**config.mk**
```make
export PLATFORM = sky130hd
export DESIGN_NAME = temp_seg_display
export DESIGN_NICKNAME = d
export VERILOG_FILES = /design/src/rtl/temp_seg_display.sv
export SDC_FILE = /design/constraint.sdc
export NUM_CORES = 1
export LEC_CHECK = 0
export ABC_AREA = 1
export CAP_MARGIN = 15
export CORE_AREA = 2 2 77 79
export CTS_CLUSTER_SIZE = 10
export DETAILED_ROUTE_END_ITERATION = 8
export DIE_AREA = 0 0 79 81
export PLACE_DENSITY = 0.86
export SLEW_MARGIN = 5
export SYNTH_ARGS = -nofsm -noshare
export SYNTH_HDL_FRONTEND = slang
export SYNTH_SLANG_ARGS = --single-unit
```
**constraint.sdc**
```tcl
create_clock -name SYSCLK -period 1.9 [get_ports SYSCLK]
set_input_delay 0.38 -clock SYSCLK [delete_from_list [all_inputs] [get_ports SYSCLK]]
set_output_delay 0.38 -clock SYSCLK [all_outputs]
set_load 0.02 [all_outputs]
```
**src/rtl/temp_seg_display.sv**
```systemverilog
// Signed 8-bit temperature to BCD via sequential double-dabble, shown on a
// 4-digit multiplexed 7-segment display (sign, hundreds, tens, ones).
module temp_seg_display #(
    parameter int SCAN_DIV = 4
) (
    input  logic        SYSCLK,
    input  logic        RST,
    input  logic [7:0]  temp_in,
    input  logic        temp_vld,
    output logic        busy,
    output logic [12:0] bcd,
    output logic [3:0]  digit_sel,
    output logic [6:0]  seg
);

    localparam int CW = (SCAN_DIV > 1) ? $clog2(SCAN_DIV) : 1;

    typedef enum logic [1:0] {
        IDLE = 2'd0,
        CONV = 2'd1,
        DONE = 2'd2
    } state_t;

    state_t         state_q, state_d;
    logic [7:0]     mag_q, mag_d;
    logic [11:0]    scratch_q, scratch_d;
    logic [2:0]     iter_q, iter_d;
    logic           sign_q, sign_d;
    logic [12:0]    bcd_q, bcd_d;
    logic [CW-1:0]  scan_cnt_q, scan_cnt_d;
    logic [1:0]     dig_idx_q, dig_idx_d;
    logic [3:0]     digit_sel_q, digit_sel_d;
    logic [6:0]     seg_q, seg_d;
    logic [11:0]    adj;

    function automatic logic [6:0] seg_of(input logic [3:0] d);
        case (d)
            4'd0:    seg_of = 7'h3F;
            4'd1:    seg_of = 7'h06;
            4'd2:    seg_of = 7'h5B;
            4'd3:    seg_of = 7'h4F;
            4'd4:    seg_of = 7'h66;
            4'd5:    seg_of = 7'h6D;
            4'd6:    seg_of = 7'h7D;
            4'd7:    seg_of = 7'h07;
            4'd8:    seg_of = 7'h7F;
            4'd9:    seg_of = 7'h6F;
            default: seg_of = 7'h00;
        endcase
    endfunction

    // Leading zeros are blanked; ones digit is always lit.
    function automatic logic [6:0] digit_pattern(input logic [1:0] idx, input logic [12:0] b);
        case (idx)
            2'd0:    digit_pattern = seg_of(b[3:0]);
            2'd1:    digit_pattern = (b[11:4] == 8'd0) ? 7'h00 : seg_of(b[7:4]);
            2'd2:    digit_pattern = (b[11:8] == 4'd0) ? 7'h00 : seg_of(b[11:8]);
            default: digit_pattern = b[12] ? 7'h40 : 7'h00;
        endcase
    endfunction

    genvar gi;
    generate
        for (gi = 0; gi < 3; gi++) begin : g_add3
            assign adj[gi*4 +: 4] = (scratch_q[gi*4 +: 4] >= 4'd5) ?
                                    scratch_q[gi*4 +: 4] + 4'd3 : scratch_q[gi*4 +: 4];
        end
    endgenerate

    always_comb begin
        state_d   = state_q;
        mag_d     = mag_q;
        scratch_d = scratch_q;
        iter_d    = iter_q;
        sign_d    = sign_q;
        bcd_d     = bcd_q;
        case (state_q)
            IDLE: begin
                if (temp_vld) begin
                    sign_d    = temp_in[7];
                    mag_d     = temp_in[7] ? (8'd0 - temp_in) : temp_in;
                    scratch_d = 12'd0;
                    iter_d    = 3'd0;
                    state_d   = CONV;
                end
            end
            CONV: begin
                {scratch_d, mag_d} = {adj[10:0], mag_q, 1'b0};
                iter_d = iter_q + 3'd1;
                if (iter_q == 3'd7) begin
                    state_d = DONE;
                end
            end
            DONE: begin
                bcd_d   = {sign_q, scratch_q};
                state_d = IDLE;
            end
            default: state_d = IDLE;
        endcase
    end

    // Segment pattern uses the upcoming digit index so select and pattern change together.
    always_comb begin
        scan_cnt_d = scan_cnt_q + CW'(1);
        dig_idx_d  = dig_idx_q;
        if (scan_cnt_q == CW'(SCAN_DIV - 1)) begin
            scan_cnt_d = '0;
            dig_idx_d  = dig_idx_q + 2'd1;
        end
        digit_sel_d = 4'b0001 << dig_idx_d;
        seg_d       = digit_pattern(dig_idx_d, bcd_q);
    end

    always_ff @(posedge SYSCLK or posedge RST) begin
        if (RST) begin
            state_q     <= IDLE;
            mag_q       <= 8'd0;
            scratch_q   <= 12'd0;
            iter_q      <= 3'd0;
            sign_q      <= 1'b0;
            bcd_q       <= 13'd0;
            scan_cnt_q  <= '0;
            dig_idx_q   <= 2'd0;
            digit_sel_q <= 4'b0001;
            seg_q       <= 7'h3F;
        end else begin
            state_q     <= state_d;
            mag_q       <= mag_d;
            scratch_q   <= scratch_d;
            iter_q      <= iter_d;
            sign_q      <= sign_d;
            bcd_q       <= bcd_d;
            scan_cnt_q  <= scan_cnt_d;
            dig_idx_q   <= dig_idx_d;
            digit_sel_q <= digit_sel_d;
            seg_q       <= seg_d;
        end
    end

    assign busy      = (state_q != IDLE);
    assign bcd       = bcd_q;
    assign digit_sel = digit_sel_q;
    assign seg       = seg_q;

endmodule

```
Yosys cells after proc, flatten, opt, wreduce, memory -nomap -nowiden
Memory sizes are Yosys's and may differ from the RTL's.
Cells that the tools add are included.
{ "word_totals": {"ff_bits": 54, "output_inout_bits": 25, "mem_count": 3, "mem_bits_ro": 336, "input_bits": 11} }
{ "mem_list": {"columns": ["memory", "words", "word_bits", "rd", "rd_ports_with_merged_regs", "wr", "line", "rtl"], "rows": [
  ["(no name shown)", 16, 7, 1, 0, 0, "37", "case (d)"],
  ["(no name shown)", 16, 7, 1, 0, 0, "37", null],
  ["(no name shown)", 16, 7, 1, 0, 0, "37", null]
]} }
{ "op_classes": {"n_eq_ne": 8, "magnitude_cmp": 3, "addsub": 7, "muxes": 19, "n_shift": 1, "n_reduce_logical": 9} }
{ "ops": {"columns": ["cell", "n"], "rows": [
  ["$pmux 12 s2", 1],
  ["$mux 7", 3],
  ["$pmux 7 s3", 1],
  ["$mux 8", 2],
  ["$pmux 8 s2", 1],
  ["$ge 4x3->1 const B", 3],
  ["$mux 12", 1],
  ["$add 4x2->4 const B", 2],
  ["$logic_not 8->1", 1],
  ["$mux 2", 4],
  ["$mux 4", 2],
  ["$sub 1x8->8 const A", 1],
  ["$eq 2x2->1 const B", 3],
  ["$mux 3", 2],
  ["$pmux 3 s2", 1],
  ["$reduce_and 2->1", 3],
  ["$add 2x1->2 const B", 2],
  ["$eq 2x1->1 const B", 2],
  ["$logic_not 2->1", 2],
  ["$logic_not 4->1", 1],
  ["$ne 2x2->1 const B", 2],
  ["$pmux 2 s2", 1],
  ["$reduce_bool 2->1", 2],
  ["$shl 1x2->4 const A", 1],
  ["other kinds (3)", 3]
]} }

Depth between registers and ports, before layout
Gate-level depths: netlist of the first run.
{ "depth": {"ltp_word": 4, "mapped_depth": 9, "mapped_depth_nobuf": 9} }

Worst setup path before layout of the first run
Ideal clock, no wire load.
{ "synth_timing": {"kind": "register -> register", "start": "register bcd_q[9] (netlist: bcd[9])", "end": "register seg_q[6] (netlist: seg[6])", "t_arrival_ns": 1.312, "slack_ns": 0.458, "path_stages_with_launch": 8, "path_cell_list": "dfrtp_1 -> inv_1 -> ha_1 -> nand3_1 -> and2_1 -> buf_2 -> nand3_1 -> nand4_1"} }
{ "synth_via": {"elab_chain_cells": 3} }
{ "synth_lines": {"columns": ["item", "line", "rtl"], "rows": [
  ["start, declared", "29", "logic [12:0] bcd_q, bcd_d;"],
  ["start signal, assigned", "121", "bcd_q <= 13'd0;"],
  ["start signal, assigned", "132", "bcd_q <= bcd_d;"],
  ["$mem_v2 16x7, or another cell as far along", null, null],
  ["$mux 7, on equally long branches", "57, 56", null],
  ["$pmux 7 s3 *", "54", "case (idx)"],
  ["net seg_d[6]", "33", "logic [6:0] seg_q, seg_d;"],
  ["end signal, assigned", "136", "seg_q <= seg_d;"],
  ["end, declared", "33", null]
]} }
Mark *: on every way through the listed nets, which the timed path passes. The rest lies on a longest branch.
A chain may end at the register's enable or synchronous reset.

Final worst setup path of the first run
{ "layout_timing": {"start": "register bcd_q[2] (netlist: bcd[2])", "end": "output port bcd[2]"} }
{ "layout_lines": {"columns": ["item", "line", "rtl"], "rows": [
  ["end, declared", "11", "output logic [12:0] bcd,"]
]} }
No word-level cell between the ends.

==> results of run 1 <==
state kept, by name (all words and copies together), names as in the netlist:
register    cells
iter_q          3
scan_cnt_q      2
dig_idx_q       2
bcd            13
scratch_q      12
mag_q           8
state_q         2
seg             7
sign_q          1
digit_sel       4
cell usage after synthesis, types with 2 or more instances:
library cell   n
dfstp_2        7
or2_2          3
inv_2          5
a21oi_1        9
dfrtp_1       47
nand2_4        2
nand4_1        2
nor2_1        27
ha_1          25
o21ai_0       41
nand2_1       72
a22o_1         2
o211ai_1       8
nand3_1       36
inv_1         46
a22oi_1        4
o22ai_1        4
buf_6          2
nand2_2        2
buf_2          4
metal layers:
layer	track usage	up-vias	part of all wire
li1	-	1261	-
met5	0	-	0
met4	0.08448	0	0.026
met3	0.04444	15	0.039
met2	0.3686	62	0.51
met1	0.2250	1126	0.42
final timing paths:
check,start,endpoint,slack (ps),cells after the start
worst max-delay path,bcd[2],bcd[2],70,1
worst min-delay path,RST,scan_cnt_q[0],330,2
worst max register to register,bcd[8],seg[0],320,7
worst min register to register,scan_cnt_q[0],scan_cnt_q[0],430,1
max in group asynchronous,RST,state_q[1],1060,3
min in group SYSCLK,scan_cnt_q[0],scan_cnt_q[0],430,1
cell type report:
cell class | count | area [um^2]
Timing Repair Buffer | 39 | 392.9
Clock buffer | 5 | 68.82
Tap cell | 75 | 93.84
Multi-Input combinational cell | 249 | 1433
Sequential cell | 54 | 1361
Clock inverter | 3 | 40.04
Inverter | 52 | 196.4
Fill cell | 495 | 2090
through the flow:
stage / instances / total power, mW / instance area [um^2]
CTS: 477 / 5.808 / 3585
floorplan: 363 / 4.113 / 3043
detailed placement: 469 / 5.033 / 3476
global placement: 469 / 4.885 / 3476
global route: 477 / 6.327 / 3586
finish: 477 / 5.770 / 3586
kinds of logic after synthesis:
group                    after synthesis  synth area share
buffers and inverters                 60           0.08224
AND/OR/NAND/NOR                      151            0.2270
multiplexers                           1          0.003700
AO/OA/AOI/OAI                         71            0.1345
flip-flops                            54            0.4470
XOR/XNOR                               1          0.002879
adder cells (fa/ha/maj)               25            0.1028
power by group through the flow:
stage | Sequential, mW | Clock [mW] | Combinational [mW]
after global routing | 2.05 | 0.839 | 3.44
after floorplan | 2.18 | 0 | 1.93
after global placement | 2.00 | 0 | 2.89
after detailed placement | 2.01 | 0 | 3.02
after CTS | 1.99 | 0.775 | 3.04
final | 1.99 | 0.762 | 3.02
==> impl_results.html, run 1 <==
<table>
<tr><th>Metric</th><th>Value</th></tr>
<tr><th colspan="2">Worst setup path</th></tr>
<tr><td>Cell chain of the critical path</td><td>clkdlybuf4s50_1</td></tr>
<tr><td>Worst path required time</td><td>1520 ps</td></tr>
<tr><td>Slowest stage delay, CP</td><td>660 ps</td></tr>
<tr><td>Sum of buffers and inverters on the critical path</td><td>1</td></tr>
<tr><td>Slowest stage cell on the critical path</td><td>clkdlybuf4s50_1</td></tr>
<tr><td>Critical Path Sink Type</td><td>output pin</td></tr>
<tr><td>Kind of cell adding the most delay to the critical path</td><td>buffers and inverters</td></tr>
<tr><td>Kind of launch point of the worst setup path</td><td>register</td></tr>
<tr><td>Class of the most critical setup path</td><td>reg -&gt; out</td></tr>
<tr><td>Maximum fanout encountered on the critical timing path</td><td>8</td></tr>
<tr><td>Arrival time worst endpoint</td><td>1450 ps</td></tr>
<tr><th colspan="2">Clock tree</th></tr>
<tr><td>Number of buffers added by the clock tree synthesis step</td><td>5</td></tr>
<tr><td>Deepest clock path buffer count</td><td>2</td></tr>
<tr><td>CTS clock-pin slew for the worst setup and hold paths</td><td>90 ps</td></tr>
<tr><td>Library cell used as clock root buffer</td><td>clkbuf_8</td></tr>
<tr><td>Htree depth</td><td>2</td></tr>
<tr><td>Number of clock sinks seen by CTS</td><td>54</td></tr>
<tr><td>Clock network latency to the later pin of the worst-skew pair</td><td>310 ps</td></tr>
<tr><td>Hold_buf cts</td><td>0</td></tr>
<tr><td>TritonCTS clock tree</td><td>built</td></tr>
<tr><td>Number of post-CTS setup repair buffers</td><td>0</td></tr>
<tr><td>Gates resized, CTS repair</td><td>0</td></tr>
<tr><th colspan="2">Drt</th></tr>
<tr><td>Wire length per cell after detailed routing</td><td>12.43 um</td></tr>
<tr><td>Antenna-violating nets left</td><td>0</td></tr>
<tr><td>Vias after detailed routing</td><td>2464</td></tr>
<tr><td>Number of remaining DRC errors</td><td>0</td></tr>
<tr><td>Detailed Route Iter0 Violations</td><td>88</td></tr>
<tr><td>Initial DRT Pass Iterations</td><td>5</td></tr>
<tr><td>Per-cell via count in the routed design</td><td>5.166</td></tr>
<tr><td>Final wirelength</td><td>5929 um</td></tr>
<tr><th colspan="2">STA</th></tr>
<tr><td>Final setup vio count</td><td>0</td></tr>
<tr><td>Share of the clock period used by the worst path after layout</td><td>0.9637</td></tr>
<tr><td>Minimum clock period</td><td>1831 ps</td></tr>
<tr><td>Relative slew margins</td><td>0.7674</td></tr>
<tr><td>Clock Skews</td><td>9.358 ps</td></tr>
<tr><td>Total negative slack for setup checks</td><td>0 ps</td></tr>
<tr><td>Peak Freq</td><td>546.1 MHz</td></tr>
<tr><td>Hold violation count in the final report</td><td>0</td></tr>
<tr><td>Hold WS</td><td>334.7 ps</td></tr>
<tr><td>Tightest Pin Transition</td><td>345.3 ps</td></tr>
<tr><td>Setup repair after global routing missed its margin</td><td>false</td></tr>
<tr><td>Slew Viols, Final</td><td>0</td></tr>
<tr><td>Final worst slack</td><td>68.90 ps</td></tr>
<tr><th colspan="2">Floorplanning</th></tr>
<tr><td>Number of cell rows</td><td>28</td></tr>
<tr><td>Number of ports placed on the die boundary</td><td>36</td></tr>
<tr><td>Initial Utilization</td><td>0.5362</td></tr>
<tr><td>Area inside the core boundary</td><td>0.005675 mm^2</td></tr>
<tr><td>Die X</td><td>79 um</td></tr>
<tr><td>Die Area</td><td>0.006399 mm^2</td></tr>
<tr><td>Die Ht</td><td>81 um</td></tr>
<tr><th colspan="2">Finish</th></tr>
<tr><td>Antenna fix cells</td><td>0</td></tr>
<tr><td>Core utilization of the finished layout</td><td>0.6318</td></tr>
<tr><td>Share of final-layout standard cells stronger than drive strength 1</td><td>0.1020</td></tr>
<tr><td>Commonest cells after routing, fill and taps aside</td><td>nand2_1, dfrtp_1, inv_1</td></tr>
<tr><td>Post-layout nets</td><td>437</td></tr>
<tr><td>Relative area change from synthesis to final layout</td><td>17.85%</td></tr>
<tr><td>Most common library cell in the layout ignoring fill and taps</td><td>nand2_1</td></tr>
<tr><th colspan="2">Synthesis</th></tr>
<tr><td>Count of different cell masters after synthesis</td><td>35</td></tr>
<tr><td>Sequential share of the synthesized area</td><td>0.4470</td></tr>
<tr><td>Avg Cell Area, Syn</td><td>8.383 um^2</td></tr>
<tr><td>Area of the mapped netlist</td><td>0.003043 mm^2</td></tr>
<tr><td>Area share of the leading cell type in the synthesized netlist</td><td>0.3865</td></tr>
<tr><td>Syn Inst Count</td><td>363</td></tr>
<tr><td>Ys async rst share</td><td>1.000</td></tr>
<tr><td>Most instantiated flip-flop cell in the synthesis netlist</td><td>dfrtp_1</td></tr>
<tr><td>Net Count, Synth</td><td>399</td></tr>
<tr><td>Number of enable-type register cells in the synthesized netlist</td><td>0</td></tr>
<tr><td>Yosys warning total</td><td>0</td></tr>
<tr><td>Top cell type by total area after synthesis</td><td>dfrtp_1</td></tr>
<tr><td>Flop and latch count out of synthesis</td><td>54</td></tr>
<tr><td>Largest cells by area after synthesis</td><td>dfrtp_1, ha_1, nand2_1</td></tr>
<tr><th colspan="2">Status</th></tr>
<tr><td>Status</td><td>complete, no violations</td></tr>
<tr><th colspan="2">Global routing</th></tr>
<tr><td>Grt total ovfl</td><td>0</td></tr>
<tr><td>Global-route wire length before repair</td><td>10020 um</td></tr>
<tr><td>Antenna violations before repair</td><td>0</td></tr>
<tr><td>Vias in the first global route</td><td>2324</td></tr>
<tr><td>Total track usage</td><td>0.2007</td></tr>
<tr><td>Maximum number of pins on one net before global-route repair</td><td>40</td></tr>
<tr><th colspan="2">Power</th></tr>
<tr><td>Sequential Power Share</td><td>0.345</td></tr>
<tr><td>Switching part of the total</td><td>0.4328</td></tr>
<tr><td>Internal Pwr Total</td><td>3.273 mW</td></tr>
<tr><td>Leakage power figure</td><td>1.738 nW</td></tr>
<tr><td>Worst IR drop on VDD</td><td>0.8944 mV</td></tr>
<tr><td>Clock power share</td><td>0.132</td></tr>
<tr><td>Power per standard cell area</td><td>1609 mW/mm^2</td></tr>
<tr><td>Fraction of power consumed by combinational cells</td><td>0.523</td></tr>
<tr><td>Switching pwr</td><td>2.497 mW</td></tr>
<tr><th colspan="2">Placement</th></tr>
<tr><td>Pre-CTS setup slack</td><td>163.4 ps</td></tr>
<tr><td>Buffers on Ports</td><td>35</td></tr>
<tr><td>Placer congestion estimate</td><td>0.9324</td></tr>
<tr><td>Detailed placer's ending HPWL</td><td>4539 um</td></tr>
<tr><th colspan="2">Worst hold path</th></tr>
<tr><td>Type of the tightest min-delay check</td><td>in -&gt; async</td></tr>
<tr><th colspan="2">Run</th></tr>
<tr><td>Maxcap violations</td><td>0</td></tr>
</table>
Note: power is estimated with default switching activity, not from simulation.
==> inputs of run 2 (changes only) <==
--- a/config.mk
+++ b/config.mk
@@ -12,6 +12,7 @@
 export DETAILED_ROUTE_END_ITERATION = 8
 export DIE_AREA = 0 0 79 81
 export PLACE_DENSITY = 0.86
+export REMOVE_ABC_BUFFERS = 1
 export SLEW_MARGIN = 5
 export SYNTH_ARGS = -nofsm -noshare
 export SYNTH_HDL_FRONTEND = slang
==> run 2 against run 1 <==
Effect of this change: cell area up 0.24%; critical endpoint is now bcd[9]; maximum frequency grew 1.2%; highest routed layer unchanged; clock power up 4.5%.
==> impl_results.html, run 2 (synthesis gave the netlist of run 1 again) <==
<table>
<tr><th>Metric</th><th>Value</th></tr>
<tr><th colspan="2">Finish</th></tr>
<tr><td>Number of flip-flops in the largest register</td><td>13 (unchanged)</td></tr>
<tr><td>Relative area change from synthesis to final layout</td><td>18.13% (was 17.85%)</td></tr>
<tr><td>Most common library cell in the layout ignoring fill and taps</td><td>nand2_1 (unchanged)</td></tr>
<tr><td>Antenna fix cells</td><td>0 (unchanged)</td></tr>
<tr><td>Layout fillers</td><td>483 (was 495)</td></tr>
<tr><td>Commonest cells after routing, fill and taps aside</td><td>nand2_1, dfrtp_1, inv_1 (unchanged)</td></tr>
<tr><td>Post-layout nets</td><td>437 (unchanged)</td></tr>
<tr><td>Share of final-layout standard cells stronger than drive strength 1</td><td>0.09701 (was 0.1020)</td></tr>
<tr><th colspan="2">Worst setup path</th></tr>
<tr><td>Kind of launch point of the worst setup path</td><td>register (unchanged)</td></tr>
<tr><td>Maximum fanout encountered on the critical timing path</td><td>6 (was 8)</td></tr>
<tr><td>Slowest stage delay, CP</td><td>650 ps (was 660 ps)</td></tr>
<tr><td>Arrival time worst endpoint</td><td>1430 ps (was 1450 ps)</td></tr>
<tr><td>Sum of buffers and inverters on the critical path</td><td>1 (unchanged)</td></tr>
<tr><td>Slowest stage cell on the critical path</td><td>clkdlybuf4s50_1 (unchanged)</td></tr>
<tr><td>Worst path required time</td><td>1520 ps (about the same)</td></tr>
<tr><td>Cell chain of the critical path</td><td>clkdlybuf4s50_1 (unchanged)</td></tr>
<tr><td>Critical Path Sink Type</td><td>output pin (unchanged)</td></tr>
<tr><td>Class of the most critical setup path</td><td>reg -&gt; out (unchanged)</td></tr>
<tr><td>Kind of cell adding the most delay to the critical path</td><td>buffers and inverters (unchanged)</td></tr>
<tr><th colspan="2">Global routing</th></tr>
<tr><td>Maximum number of pins on one net before global-route repair</td><td>55 (was 40)</td></tr>
<tr><td>Antenna violations before repair</td><td>0 (unchanged)</td></tr>
<tr><td>Global-route wire length before repair</td><td>9784 um (was 10020 um)</td></tr>
<tr><td>Grt total ovfl</td><td>0 (unchanged)</td></tr>
<tr><td>Vias in the first global route</td><td>2299 (was 2324)</td></tr>
<tr><td>Total track usage</td><td>0.1930 (was 0.2007)</td></tr>
<tr><th colspan="2">Floorplanning</th></tr>
<tr><td>Number of ports placed on the die boundary</td><td>36 (unchanged)</td></tr>
<tr><td>Area inside the core boundary</td><td>0.005675 mm^2 (unchanged)</td></tr>
<tr><td>Die Area</td><td>0.006399 mm^2 (unchanged)</td></tr>
<tr><td>Number of cell rows</td><td>28 (unchanged)</td></tr>
<tr><td>Initial Utilization</td><td>0.5362 (unchanged)</td></tr>
<tr><td>Die X</td><td>79 um (unchanged)</td></tr>
<tr><td>Die Ht</td><td>81 um (unchanged)</td></tr>
<tr><th colspan="2">Status</th></tr>
<tr><td>Status</td><td>complete, no violations (unchanged)</td></tr>
<tr><th colspan="2">STA</th></tr>
<tr><td>Relative slew margins</td><td>0.7649 (was 0.7674)</td></tr>
<tr><td>Final setup vio count</td><td>0 (unchanged)</td></tr>
<tr><td>Setup repair after global routing missed its margin</td><td>false (unchanged)</td></tr>
<tr><td>Peak Freq</td><td>552.6 MHz (was 546.1 MHz)</td></tr>
<tr><td>Tightest Pin Transition</td><td>351.8 ps (was 345.3 ps)</td></tr>
<tr><td>Minimum clock period</td><td>1810 ps (was 1831 ps)</td></tr>
<tr><td>Total negative slack for setup checks</td><td>0 ps (unchanged)</td></tr>
<tr><td>Clock Skews</td><td>8.811 ps (was 9.358 ps)</td></tr>
<tr><td>Slew Viols, Final</td><td>0 (unchanged)</td></tr>
<tr><td>Hold violation count in the final report</td><td>0 (unchanged)</td></tr>
<tr><td>Share of the clock period used by the worst path after layout</td><td>0.9525 (was 0.9637)</td></tr>
<tr><th colspan="2">Power</th></tr>
<tr><td>Sequential Power Share</td><td>0.343 (was 0.345)</td></tr>
<tr><td>Clock power share</td><td>0.138 (was 0.132)</td></tr>
<tr><td>Fraction of power consumed by combinational cells</td><td>0.519 (was 0.523)</td></tr>
<tr><td>Internal Pwr Total</td><td>3.308 mW (was 3.273 mW)</td></tr>
<tr><td>Leakage power figure</td><td>1.746 nW (was 1.738 nW)</td></tr>
<tr><td>Worst IR drop on VDD</td><td>1.028 mV (was 0.8944 mV)</td></tr>
<tr><td>Power per standard cell area</td><td>1609 mW/mm^2 (about the same)</td></tr>
<tr><td>Power, Total</td><td>5.782 mW (was 5.770 mW)</td></tr>
<tr><td>Switching pwr</td><td>2.474 mW (was 2.497 mW)</td></tr>
<tr><td>Switching part of the total</td><td>0.4279 (was 0.4328)</td></tr>
<tr><th colspan="2">Placement</th></tr>
<tr><td>Buffers on Ports</td><td>35 (unchanged)</td></tr>
<tr><td>Detailed placer's ending HPWL</td><td>4211 um (was 4539 um)</td></tr>
<tr><td>Placer congestion estimate</td><td>0.9161 (was 0.9324)</td></tr>
<tr><th colspan="2">Clock tree</th></tr>
<tr><td>Number of buffers added by the clock tree synthesis step</td><td>5 (unchanged)</td></tr>
<tr><td>TritonCTS clock tree</td><td>built (unchanged)</td></tr>
<tr><td>Deepest clock path buffer count</td><td>2 (unchanged)</td></tr>
<tr><td>Htree depth</td><td>2 (unchanged)</td></tr>
<tr><td>Hold_buf cts</td><td>0 (unchanged)</td></tr>
<tr><td>CTS clock-pin slew for the worst setup and hold paths</td><td>90 ps (about the same)</td></tr>
<tr><td>Clock network latency to the later pin of the worst-skew pair</td><td>310 ps (about the same)</td></tr>
<tr><td>Library cell used as clock root buffer</td><td>clkbuf_8 (unchanged)</td></tr>
<tr><td>Number of clock sinks seen by CTS</td><td>54 (unchanged)</td></tr>
<tr><th colspan="2">Run</th></tr>
<tr><td>Maxcap violations</td><td>0 (unchanged)</td></tr>
<tr><th colspan="2">Drt</th></tr>
<tr><td>Per-cell via count in the routed design</td><td>5.191 (was 5.166)</td></tr>
<tr><td>Number of remaining DRC errors</td><td>0 (unchanged)</td></tr>
<tr><td>Detailed Route Iter0 Violations</td><td>75 (was 88)</td></tr>
<tr><td>Vias after detailed routing</td><td>2476 (was 2464)</td></tr>
<tr><td>Final wirelength</td><td>5699 um (was 5929 um)</td></tr>
<tr><td>Antenna-violating nets left</td><td>0 (unchanged)</td></tr>
<tr><td>Initial DRT Pass Iterations</td><td>4 (was 5)</td></tr>
<tr><td>Wire length per cell after detailed routing</td><td>11.95 um (was 12.43 um)</td></tr>
<tr><th colspan="2">Worst hold path</th></tr>
<tr><td>Type of the tightest min-delay check</td><td>in -&gt; async (unchanged)</td></tr>
</table>
run 2: path summary, 6_finish.rpt:
| path | startpoint | to | slack (ps) | cells past startpoint |
|---|---|---|---|---|
| max in group asynchronous | RST | seg[3] | 1170 | 3 |
| min in group SYSCLK | scan_cnt_q[0] | scan_cnt_q[0] | 430 | 1 |
| setup reg to reg | bcd[9] | seg[2] | 410 | 7 |
| hold reg to reg | scan_cnt_q[0] | scan_cnt_q[0] | 430 | 1 |
| hold / removal | RST | bcd[0] | 410 | 3 |
| setup / recovery | bcd[9] | bcd[9] | 90 | 1 |
run 2: what timing repair did:
item,4_1_cts,5_1_grt
buffers inserted,0,0
setup endpoints to repair,0,1
resized for setup,0,1
run 2: final cells by class:
class	count	area (um^2)	share of cell area
clock buffers	7	86.33	0.02402
repair buffers	39	395.4	0.1100
well taps	75	93.84	0.02611
inverters	52	196.4	0.05465
clock inverters	1	30.03	0.008354
flip-flops and latches	54	1360	0.3783
multi-input cells	249	1433	0.3985
run 2: metrics by stage:
stage | cell area, um^2 | hold slack, ps | setup WS (ps) | util | instances
global placement | 3476 | 411.4 | 238.4 | 0.6124 | 469
global route | 3595 | 462.9 | 30.67 | 0.6334 | 477
floorplan | 2989 | 403.1 | 217.0 | - | 355
detailed placement | 3476 | 421.7 | 195.3 | 0.6124 | 469
CTS | 3592 | 433.3 | 46.21 | 0.6329 | 477
finish | 3595 | 410.2 | 90.26 | 0.6334 | 477
run 2: power by group through the flow:
stage	clock (mW)	combinational, mW	sequential [mW]
finish	0.796	3.00	1.98
global route	0.868	3.42	2.05
CTS	0.808	3.02	1.99
floorplan	0	1.83	2.20
global placement	0	2.90	1.99
detailed placement	0	3.01	2.01
run 2: layer usage:
metal | up-vias | GRT usage | wire, um
met1 | 1146 | 0.2172 | 2425
li1 | 1263 | - | -
met5 | - | 0 | 0
met2 | 54 | 0.3636 | 2955
met3 | 13 | 0.03778 | 214
met4 | 0 | 0.06897 | 104
==> inputs of run 3 (changes only) <==
--- a/config.mk
+++ b/config.mk
@@ -8,12 +8,13 @@
 export ABC_AREA = 1
 export CAP_MARGIN = 15
 export CORE_AREA = 2 2 77 79
+export CTS_CLUSTER_DIAMETER = 50
 export CTS_CLUSTER_SIZE = 10
 export DETAILED_ROUTE_END_ITERATION = 8
 export DIE_AREA = 0 0 79 81
 export PLACE_DENSITY = 0.86
 export REMOVE_ABC_BUFFERS = 1
-export SLEW_MARGIN = 5
 export SYNTH_ARGS = -nofsm -noshare
 export SYNTH_HDL_FRONTEND = slang
 export SYNTH_SLANG_ARGS = --single-unit
+export TNS_END_PERCENT = 5
==> results of run 3 <==
Final layout, timing and power as in run 2 (identical DEF).
